$ cat config.mk
export PLATFORM = sky130hd
export DESIGN_NAME = regfile_dump_reader
export DESIGN_NICKNAME = d
export VERILOG_FILES = /design/src/rtl/regfile_dump_reader.sv
export SDC_FILE = /design/constraint.sdc
export NUM_CORES = 1
export LEC_CHECK = 0
export CAP_MARGIN = 20
export CELL_PAD_IN_SITES_DETAIL_PLACEMENT = 0
export CELL_PAD_IN_SITES_GLOBAL_PLACEMENT = 1
export CORE_MARGIN = 3
export CORE_UTILIZATION = 35
export DETAILED_ROUTE_END_ITERATION = 16
export GPL_ROUTABILITY_DRIVEN = 1
export PLACE_DENSITY_LB_ADDON = 0.1
export SYNTH_ARGS = -nofsm -noshare
export SYNTH_HDL_FRONTEND = slang
export SYNTH_SLANG_ARGS = --single-unit
$ cat constraint.sdc
create_clock -name clk -period 2.8 [get_ports clk]
set_input_delay 0.42 -clock clk [delete_from_list [all_inputs] [get_ports clk]]
set_output_delay 0.42 -clock clk [all_outputs]
set_load 0.05 [all_outputs]
$ cat src/rtl/regfile_dump_reader.sv
// Debug dump engine: halts the CPU, walks FIRST_REG..LAST_REG over the register-file
// read port and streams {addr,data} beats on valid/ready. Optional: REGDUMP_CHECKSUM_EN.
module regfile_dump_reader #(
  parameter int ADDR_W    = 5,
  parameter int DATA_W    = 32,
  parameter int FIRST_REG = 1,
  parameter int LAST_REG  = 31
) (
  input  logic              clk,
  input  logic              rst_n,
  input  logic              start,
  output logic              cpu_halt,
  output logic [ADDR_W-1:0] rf_addr,
  input  logic [DATA_W-1:0] rf_data,
  output logic              out_valid,
  input  logic              out_ready,
  output logic [ADDR_W-1:0] out_addr,
  output logic [DATA_W-1:0] out_data,
  output logic              out_last,
  output logic              out_csum,
  output logic              busy,
  output logic              done
);

  typedef enum logic [2:0] {
    S_IDLE,
    S_QUIESCE,
    S_READ,
    S_SEND,
    S_FIN
`ifdef REGDUMP_CHECKSUM_EN
    , S_CSUM
`endif
  } state_e;

  localparam logic [ADDR_W-1:0] FIRST_A = ADDR_W'(FIRST_REG);
  localparam logic [ADDR_W-1:0] LAST_A  = ADDR_W'(LAST_REG);
  localparam logic [ADDR_W-1:0] ONE_A   = ADDR_W'(1);

  state_e              state_q, state_d;
  logic [ADDR_W-1:0]   rf_addr_q, rf_addr_d;
  logic                out_valid_q, out_valid_d;
  logic [ADDR_W-1:0]   out_addr_q, out_addr_d;
  logic [DATA_W-1:0]   out_data_q, out_data_d;
  logic                out_last_q, out_last_d;
  logic                halt_q, halt_d;
  logic                busy_q, busy_d;
  logic                done_q, done_d;
`ifdef REGDUMP_CHECKSUM_EN
  logic                out_csum_q, out_csum_d;
  logic [DATA_W-1:0]   csum_q, csum_d;
`endif

  // Next-state and next-output computation for the dump walk.
  always_comb begin
    state_d     = state_q;
    rf_addr_d   = rf_addr_q;
    out_valid_d = out_valid_q;
    out_addr_d  = out_addr_q;
    out_data_d  = out_data_q;
    out_last_d  = out_last_q;
    halt_d      = halt_q;
    busy_d      = busy_q;
    done_d      = 1'b0;
`ifdef REGDUMP_CHECKSUM_EN
    out_csum_d  = out_csum_q;
    csum_d      = csum_q;
`endif
    case (state_q)
      S_IDLE: begin
        if (start) begin
          halt_d    = 1'b1;
          busy_d    = 1'b1;
          rf_addr_d = FIRST_A;
`ifdef REGDUMP_CHECKSUM_EN
          csum_d    = {DATA_W{1'b0}};
`endif
          state_d   = S_QUIESCE;
        end else begin
          state_d   = S_IDLE;
        end
      end
      S_QUIESCE: state_d = S_READ;
      S_READ: begin
        out_data_d  = rf_data;
        out_addr_d  = rf_addr_q;
        out_valid_d = 1'b1;
`ifdef REGDUMP_CHECKSUM_EN
        out_last_d  = 1'b0;
        csum_d      = csum_q ^ rf_data;
`else
        out_last_d  = (rf_addr_q == LAST_A);
`endif
        state_d     = S_SEND;
      end
      S_SEND: begin
        if (out_ready) begin
          out_valid_d = 1'b0;
          out_last_d  = 1'b0;
          // Compare before increment so LAST_REG at the top of the range never wraps.
          if (rf_addr_q < LAST_A) begin
            rf_addr_d = rf_addr_q + ONE_A;
            state_d   = S_READ;
          end else begin
`ifdef REGDUMP_CHECKSUM_EN
            state_d   = S_CSUM;
`else
            done_d    = 1'b1;
            halt_d    = 1'b0;
            busy_d    = 1'b0;
            state_d   = S_FIN;
`endif
          end
        end else begin
          state_d = S_SEND;
        end
      end
`ifdef REGDUMP_CHECKSUM_EN
      // First CSUM cycle loads the beat, keeping the one-beat-per-two-cycles rate.
      S_CSUM: begin
        if (!out_valid_q) begin
          out_valid_d = 1'b1;
          out_addr_d  = {ADDR_W{1'b0}};
          out_data_d  = csum_q;
          out_csum_d  = 1'b1;
          out_last_d  = 1'b1;
        end else if (out_ready) begin
          out_valid_d = 1'b0;
          out_csum_d  = 1'b0;
          out_last_d  = 1'b0;
          done_d      = 1'b1;
          halt_d      = 1'b0;
          busy_d      = 1'b0;
          state_d     = S_FIN;
        end else begin
          state_d     = S_CSUM;
        end
      end
`endif
      S_FIN: state_d = S_IDLE;
      default: begin
        state_d     = S_IDLE;
        out_valid_d = 1'b0;
        halt_d      = 1'b0;
        busy_d      = 1'b0;
      end
    endcase
  end

  // State and registered outputs; async reset drops any pending beat.
  always_ff @(posedge clk or negedge rst_n) begin
    if (!rst_n) begin
      state_q     <= S_IDLE;
      rf_addr_q   <= {ADDR_W{1'b0}};
      out_valid_q <= 1'b0;
      out_addr_q  <= {ADDR_W{1'b0}};
      out_data_q  <= {DATA_W{1'b0}};
      out_last_q  <= 1'b0;
      halt_q      <= 1'b0;
      busy_q      <= 1'b0;
      done_q      <= 1'b0;
`ifdef REGDUMP_CHECKSUM_EN
      out_csum_q  <= 1'b0;
      csum_q      <= {DATA_W{1'b0}};
`endif
    end else begin
      state_q     <= state_d;
      rf_addr_q   <= rf_addr_d;
      out_valid_q <= out_valid_d;
      out_addr_q  <= out_addr_d;
      out_data_q  <= out_data_d;
      out_last_q  <= out_last_d;
      halt_q      <= halt_d;
      busy_q      <= busy_d;
      done_q      <= done_d;
`ifdef REGDUMP_CHECKSUM_EN
      out_csum_q  <= out_csum_d;
      csum_q      <= csum_d;
`endif
    end
  end

  assign cpu_halt  = halt_q;
  assign rf_addr   = rf_addr_q;
  assign out_valid = out_valid_q;
  assign out_addr  = out_addr_q;
  assign out_data  = out_data_q;
  assign out_last  = out_last_q;
  assign busy      = busy_q;
  assign done      = done_q;
`ifdef REGDUMP_CHECKSUM_EN
  assign out_csum  = out_csum_q;
`else
  assign out_csum  = 1'b0;
`endif

endmodule

**Word-level counts from Yosys, hierarchy flattened**

Cells that the tools add are included.

- $add $sub $neg: 1
- Order comparisons: 1
- Eq/ne operators: 9
- Multiplexer cells: 18
- Bitwise gates (word level): 2
- Reduce and logical (&&, ||, !) cells: 9

Operators by type and width:

| kind | count |
|---|---|
| $mux W5 | 3 |
| $pmux W3 S4 | 1 |
| $pmux W5 S2 | 1 |
| $mux W1 | 8 |
| $ne A2 B2 Y1 const B | 4 |
| $reduce_and A4 Y1 | 2 |
| $eq A3 B2 Y1 const B | 2 |
| $mux W3 | 2 |
| $pmux W1 S3 | 2 |
| $reduce_or A3 Y1 | 2 |
| $add A5 B1 Y5 const B | 1 |
| $eq A5 B5 Y1 const B | 1 |
| $lt A5 B5 Y1 const B | 1 |
| $reduce_and A2 Y1 | 2 |
| $reduce_bool A2 Y1 | 2 |
| $eq A3 B1 Y1 const B | 1 |
| $eq A3 B3 Y1 const B | 1 |
| $logic_not A3 Y1 | 1 |
| $not A1 Y1 | 2 |
| $pmux W1 S2 | 1 |

- Register bits: 49
- Output and inout port bits: 48
- Logic and storage cells: 48

**Depth between registers and ports, before layout**

Gate-level depths: netlist of run 1.

- Depth in word-level cells: 4
- Gate-level depth with buffers: 6
- Gate-level depth less buffers: 5

**Least setup slack after synthesis of run 1**

OpenSTA, ideal clock, no wires.

- Path type: reg-to-reg
- Start: reg rf_addr_q[2] (netlist: rf_addr[2])
- End: reg busy_q (netlist: busy)
- Library setup time: 125 ps
- Arrival time: 1,563 ps
- Slack: 1,112 ps
- Stages on the path, launching flop included: 5
- Clock period less this slack: 1,688 ps
- Cell sequence: dfrtp_1 and3_1 a31oi_2 nand3b_1 mux2_4

- Longest elaborated chain between the ends: 3

RTL lines:

| item | line | text |
|---|---|---|
| from (decl) | 41 | `logic [ADDR_W-1:0] rf_addr_q, rf_addr_d;` |
| from (signal assigned) | 154 | `rf_addr_q <= {ADDR_W{1'b0}};` |
| from (signal assigned) | 168 | `rf_addr_q <= rf_addr_d;` |
| $lt A5 B5 Y1 | 101 | `if (rf_addr_q < LAST_A) begin` |
| $ne A2 B2 Y1 (no source line) | - |  |
| $reduce_and A4 Y1 (no source line) | - |  |
| to (signal assigned) | 174 | `busy_q <= busy_d;` |
| to (decl) | 47 | `logic busy_q, busy_d;` |

No other way between the ends.
A chain may end at the register's enable or synchronous reset.

**Worst setup path in the final report of run 1**

- Start: reg done_q (netlist: done)
- End: out done

RTL lines:

| item | line | text |
|---|---|---|
| from (decl) | 48 | `logic done_q, done_d;` |
| from (signal assigned) | 175 | `done_q <= done_d;` |
| to (decl) | 22 | `output logic done` |

No word-level cell between the ends.

==> results of run 1 <==
[sequential cells by signal, indices dropped and copies added (netlist names)]
signal and count:
busy 1, done 1, out_addr 5, out_data 32, out_last 1, out_valid 1
rf_addr 5, state_q 2
[worst min path at each step]
stage               slack, ns           to  startpoint  depth (start not counted)
detailed placement       0.43  out_data[1]       rst_n                          1
CTS                      0.11  out_data[1]       rst_n                          1
global placement         0.41  out_data[1]       rst_n                          1
finish                   0.09  out_data[3]       rst_n                          1
global route             0.11  out_data[8]       rst_n                          1
floorplan                0.12         busy       rst_n                          0
[cell usage after synthesis (3+ instances only)]
cell / instances / share of area (%)
nand2_1: 3 / 0.56
a21oi_1: 3 / 0.75
nand3_1: 4 / 1.0
nor2_1: 4 / 0.75
o21ai_0: 3 / 0.75
mux2_1: 37 / 21
buf_2: 3 / 0.75
dfrtp_1: 48 / 60
buf_4: 4 / 1.5
[metrics by stage]
step                instance area, µm²  cells  setup WS (ns)
global route                      2970    297          0.641
detailed placement                2880    289          0.933
floorplan                         2010    142           1.11
finish                            2970    297          0.721
CTS                               2970    297          0.703
global placement                  2880    289          0.969
[layer usage]
metal  global-route usage (%)  vias up  share of wire (%)
li1                         -      669                  -
met1                     17.3      680                 39
met2                     27.4       47                 52
met3                     4.93        5                8.1
met4                     5.48        0                1.2
met5                        0        -                  0
[layout by cell type, fill, tap and decap left out]
cell type        netlist  layout
clkdlybuf4s50_1        0      81
dfrtp_1               48      48
mux2_1                37      37
clkbuf_8               0       6
nand3_1                4       4
nor2_1                 4       4
a21oi_1                3       3
nand2_1                3       3
o21ai_0                3       3
buf_4                  4       3
and3_1                 2       2
inv_1                  2       2
nand2b_1               2       2
nand3b_1               2       2
a31oi_2                2       2
o21ai_1                2       2
and2_1                 2       2
a22o_1                 2       2
mux2i_1                2       2
o2bb2ai_1              2       2
nor2b_1                2       2
ha_1                   2       2
clkbuf_1               0       2
nand4_1                1       1
o21bai_1               1       1
o211ai_1               1       1
nor3b_4                0       1
nor3_1                 1       1
nor4bb_1               1       1
mux2_4                 1       1
conb_1                 1       1
buf_2                  3       1
[layout make-up]
| type | count | area share, % |
|---|---|---|
| Inverter | 2 | 0.253 |
| Multi-Input combinational cell | 84 | 25.1 |
| Tap cell | 70 | 2.95 |
| Timing Repair Buffer | 85 | 28.2 |
| Clock buffer | 8 | 3.03 |
| Sequential cell | 48 | 40.4 |
[cells by family (layout without fill, tap and decap cells)]
group | Yosys count | count (layout)
adder cells (fa/ha/maj) | 2 | 2
flip-flops | 48 | 48
other | 1 | 1
buffers and inverters | 10 | 95
AO/OA/AOI/OAI | 16 | 16
AND/OR/NAND/NOR | 25 | 25
multiplexers | 40 | 40
==> results.json, run 1 <==
{
  "post-route-util_pct": 55.7,
  "drc_errors": 0,
  "cp-startpoint": "done",
  "root_buffer": "clkbuf_8",
  "synth_adder_area_share_pct": 1.25,
  "cp-endpoint": "done",
  "drt-pass1-iter-count": 4,
  "synthesis.nets": 180,
  "cts_tree": "built",
  "dp_hpwl_um": 3580,
  "cp_max_fo": 8,
  "ys.flop_type": "dfrtp_1",
  "dieArea_mm2": 0.00667,
  "fin_skew_ns": 0.00340,
  "synth_cell_types": 30,
  "r2r_cells": 3,
  "core_mm2": 0.00534,
  "max_stage_delay_ns": 0.86,
  "multi_input_area_um2": 747,
  "area_growth_pct": 48.2,
  "worst_path_max_delay_cell": "clkdlybuf4s50_1",
  "rows": 26,
  "synth_top_family_by_area": "multiplexers",
  "ys_seq_area_share_pct": 59.9,
  "path_cells": "clkdlybuf4s50_1",
  "ioPinCount": 84,
  "synth_compound_area_share_pct": 5.74,
  "critPathTopFamily": "buffers and inverters",
  "grt-ovfl-total": 0,
  "drv_slew": 0,
  "hold_violations": 0,
  "fin_nets": 264,
  "synth_edf_count": 0,
  "drt-initial-drc-count": 31,
  "synthArstFlopShare_pct": 100,
  "fillCellCount": 452,
  "wl_per_cell_um": 15.4,
  "grt_antenna_before_repair": 0,
  "ant_nets": 0,
  "syn_area_mm2": 0.00201,
  "cp_num_buf_inv": 1,
  "die_x_um": 81.7,
  "start_util_pct": 37.6,
  "grt_pass1_wl_um": 7650,
  "grt_usage_pct": 15.4,
  "whs_ns": 0.0911,
  "routed_wl_um": 4580,
  "die_y_um": 81.7,
  "cp.depth": 1,
  "setup_viol": 0,
  "vias_per_cell": 4.72,
  "synth_seq_cells": 48,
  "cts_resized": 0,
  "cts_buffers": 5,
  "r2r_slack_ns": 1.17,
  "num_vias": 1401,
  "hold_path.class": "in2async",
  "antennaDiodeCount": 0,
  "period_share_pct": 74.3,
  "required_ns": 2.38,
  "avgSynthCellArea_um2": 14.1,
  "place_congestion": 0.753,
  "drive_gt1_share_pct": 6.17,
  "maxCapViolCount": 0,
  "status": "completed",
  "synthSimpleGateAreaFrac_pct": 7.24,
  "cts_setup_buffers": 0,
  "synthXorXnorAreaFrac_pct": 0,
  "r2r-start": "state_q[1]",
  "crit_type": "reg2out",
  "relSlewSlack_pct": 63.9,
  "synth_cells": 142,
  "grt_setup_unrepaired": "no",
  "tns_ns": 0,
  "grt_max_degree": 27,
  "ys_warn_count": 0,
  "regToRegEndpoint": "out_data[12]",
  "min_period_ns": 2.08,
  "grt_pass1_vias": 1499,
  "critPathLaunchType": "flop",
  "hold_buffers": 0,
  "clk_latency_ns": 0.28,
  "cts.sinks": 48,
  "path_clk_slew_ns": 0.08,
  "htree_levels": 2,
  "critical_path_arrival_ns": 1.66,
  "numPortBuffers": 82,
  "critPathCaptureType": "output pin",
  "synthMuxAreaShare_pct": 22.5,
  "cts_buffer_depth": 2,
  "tightest_slew_ns": 0.539,
  "fmax_mhz": 481,
  "register_area_mm2": 0.00120
}
Power of run 1 is left out: the tool's default activity adds up to more than one toggle a clock period on the data nets, which glitch-free logic cannot reach.
==> run 2, diff against run 1 <==
--- a/config.mk
+++ b/config.mk
@@ -9,7 +9,7 @@
 export CELL_PAD_IN_SITES_DETAIL_PLACEMENT = 0
 export CELL_PAD_IN_SITES_GLOBAL_PLACEMENT = 1
 export CORE_MARGIN = 3
-export CORE_UTILIZATION = 35
+export CORE_UTILIZATION = 33
 export DETAILED_ROUTE_END_ITERATION = 16
 export GPL_ROUTABILITY_DRIVEN = 1
 export PLACE_DENSITY_LB_ADDON = 0.1
==> constraint.sdc (replaced) <==
create_clock -name clk -period 2.1 [get_ports clk]
set_input_delay 0.315 -clock clk [delete_from_list [all_inputs] [get_ports clk]]
set_output_delay 0.315 -clock clk [all_outputs]
set_load 0.05 [all_outputs]
==> results.json, run 2 (synthesis results as in run 1) <==
{
  "place_congestion": 0.667,
  "die_x_um": 84.0,
  "fin_skew_ns": 0.00975,
  "cts_buffer_depth": 2,
  "antennaDiodeCount": 0,
  "period_share_pct": 94.6,
  "required_ns": 1.78,
  "critical_path_arrival_ns": 1.67,
  "wl_met3_um": 374,
  "maxCapViolCount": 0,
  "vias_per_cell": 4.73,
  "drv_slew": 0,
  "worst_path_max_delay_cell": "clkdlybuf4s50_1",
  "cts_resized": 0,
  "hold_violations": 0,
  "grt_antenna_before_repair": 0,
  "start_util_pct": 35.1,
  "htree_levels": 2,
  "wl_met2_um": 2320,
  "cp_max_fo": 8,
  "setup_viol": 0,
  "hold_path.class": "in2async",
  "fmax_mhz": 504,
  "final_common_cell": "clkdlybuf4s50_1",
  "post-route-util_pct": 52.2,
  "numPortBuffers": 82,
  "dr.max_layer_used": "met4",
  "largest_reg_flops": 32,
  "max_stage_delay_ns": 0.86,
  "root_buffer": "clkbuf_8",
  "ant_nets": 0,
  "finalNonFillerCells": 298,
  "cts_buffers": 5,
  "crit_type": "reg2out",
  "worst_slack_ns": 0.114,
  "wl_per_cell_um": 15.4,
  "grt-ovfl-total": 0,
  "pre_cts_ws_ns": 0.337,
  "fin_nets": 263,
  "core_mm2": 0.00571,
  "grt_pass1_vias": 1495,
  "grt_max_degree": 49,
  "grt_setup_unrepaired": "no",
  "critPathLaunchType": "flop",
  "grt_usage_pct": 14.0,
  "status": "completed",
  "critPathTopFamily": "buffers and inverters",
  "final_cell_mix": "clkdlybuf4s50_1 (81), dfrtp_1 (48), mux2_1 (37)",
  "clk_latency_ns": 0.30,
  "path_clk_slew_ns": 0.09,
  "path_cells": "clkdlybuf4s50_1",
  "critPathCaptureType": "output pin",
  "rows": 27,
  "cts_setup_buffers": 0,
  "tightest_slew_ns": 0.607,
  "place_inst": 290,
  "drt-pass1-iter-count": 4,
  "die_y_um": 84.0,
  "ioPinCount": 84,
  "num_vias": 1409,
  "drt-initial-drc-count": 59,
  "min_period_ns": 1.99,
  "dp_hpwl_um": 3390,
  "cts.sinks": 48,
  "tns_ns": 0,
  "drc_errors": 0,
  "routed_wl_um": 4580,
  "relSlewSlack_pct": 59.6,
  "cp_num_buf_inv": 1,
  "drive_gt1_share_pct": 6.64,
  "dieArea_mm2": 0.00705,
  "area_growth_pct": 48.7,
  "grt_pass1_wl_um": 7760,
  "cts_tree": "built",
  "hold_buffers": 0,
  "drt-met1-wl_um": 1840
}
==> run 2: changes by cell type in the layout (fill, tap and decap cells not counted), sizes merged <==
cell	previous run	this run
buf	4	3
clkinv	0	2
clkbuf	8	6
==> run 2: routing by layer <==
| layer | GRT usage (%) | vias to the layer above |
|---|---|---|
| met1 | 16.5 | 687 |
| met3 | 6.12 | 5 |
| li1 | - | 667 |
| met4 | 3.51 | 0 |
| met2 | 23.4 | 50 |
| met5 | 0 | - |
==> run 2: metrics by stage <==
stage                     hold slack (ns)  area [µm²]
after floorplan                    0.0194        2010
after global placement              0.442        2890
after detailed placement            0.456        2890
after CTS                           0.127        2980
after global routing                0.148        2980
final                               0.106        2980
==> run 2: layout make-up <==
| class | count | area (µm²) |
|---|---|---|
| clock buffer | 6 | 82.6 |
| clock inverter | 2 | 10.0 |
| fill | 491 | 2730 |
| inverter | 2 | 7.51 |
| multi-input combinational | 84 | 747 |
| sequential | 48 | 1200 |
| tap | 72 | 90.1 |
| timing repair buffer | 84 | 843 |
==> run 2: worst paths after layout <==
kind	start	endpoint	slack [ns]	cells after the start
setup / recovery	done	done	0.11	1
min in group clk	out_data[11]	out_data[11]	0.49	1
hold / removal	rst_n	out_last	0.11	2
max in group asynchronous	rst_n	out_data[26]	1.59	2
setup reg to reg	state_q[1]	busy	0.46	4
hold reg to reg	out_data[11]	out_data[11]	0.49	1
Power of run 2 is left out for the same reason.
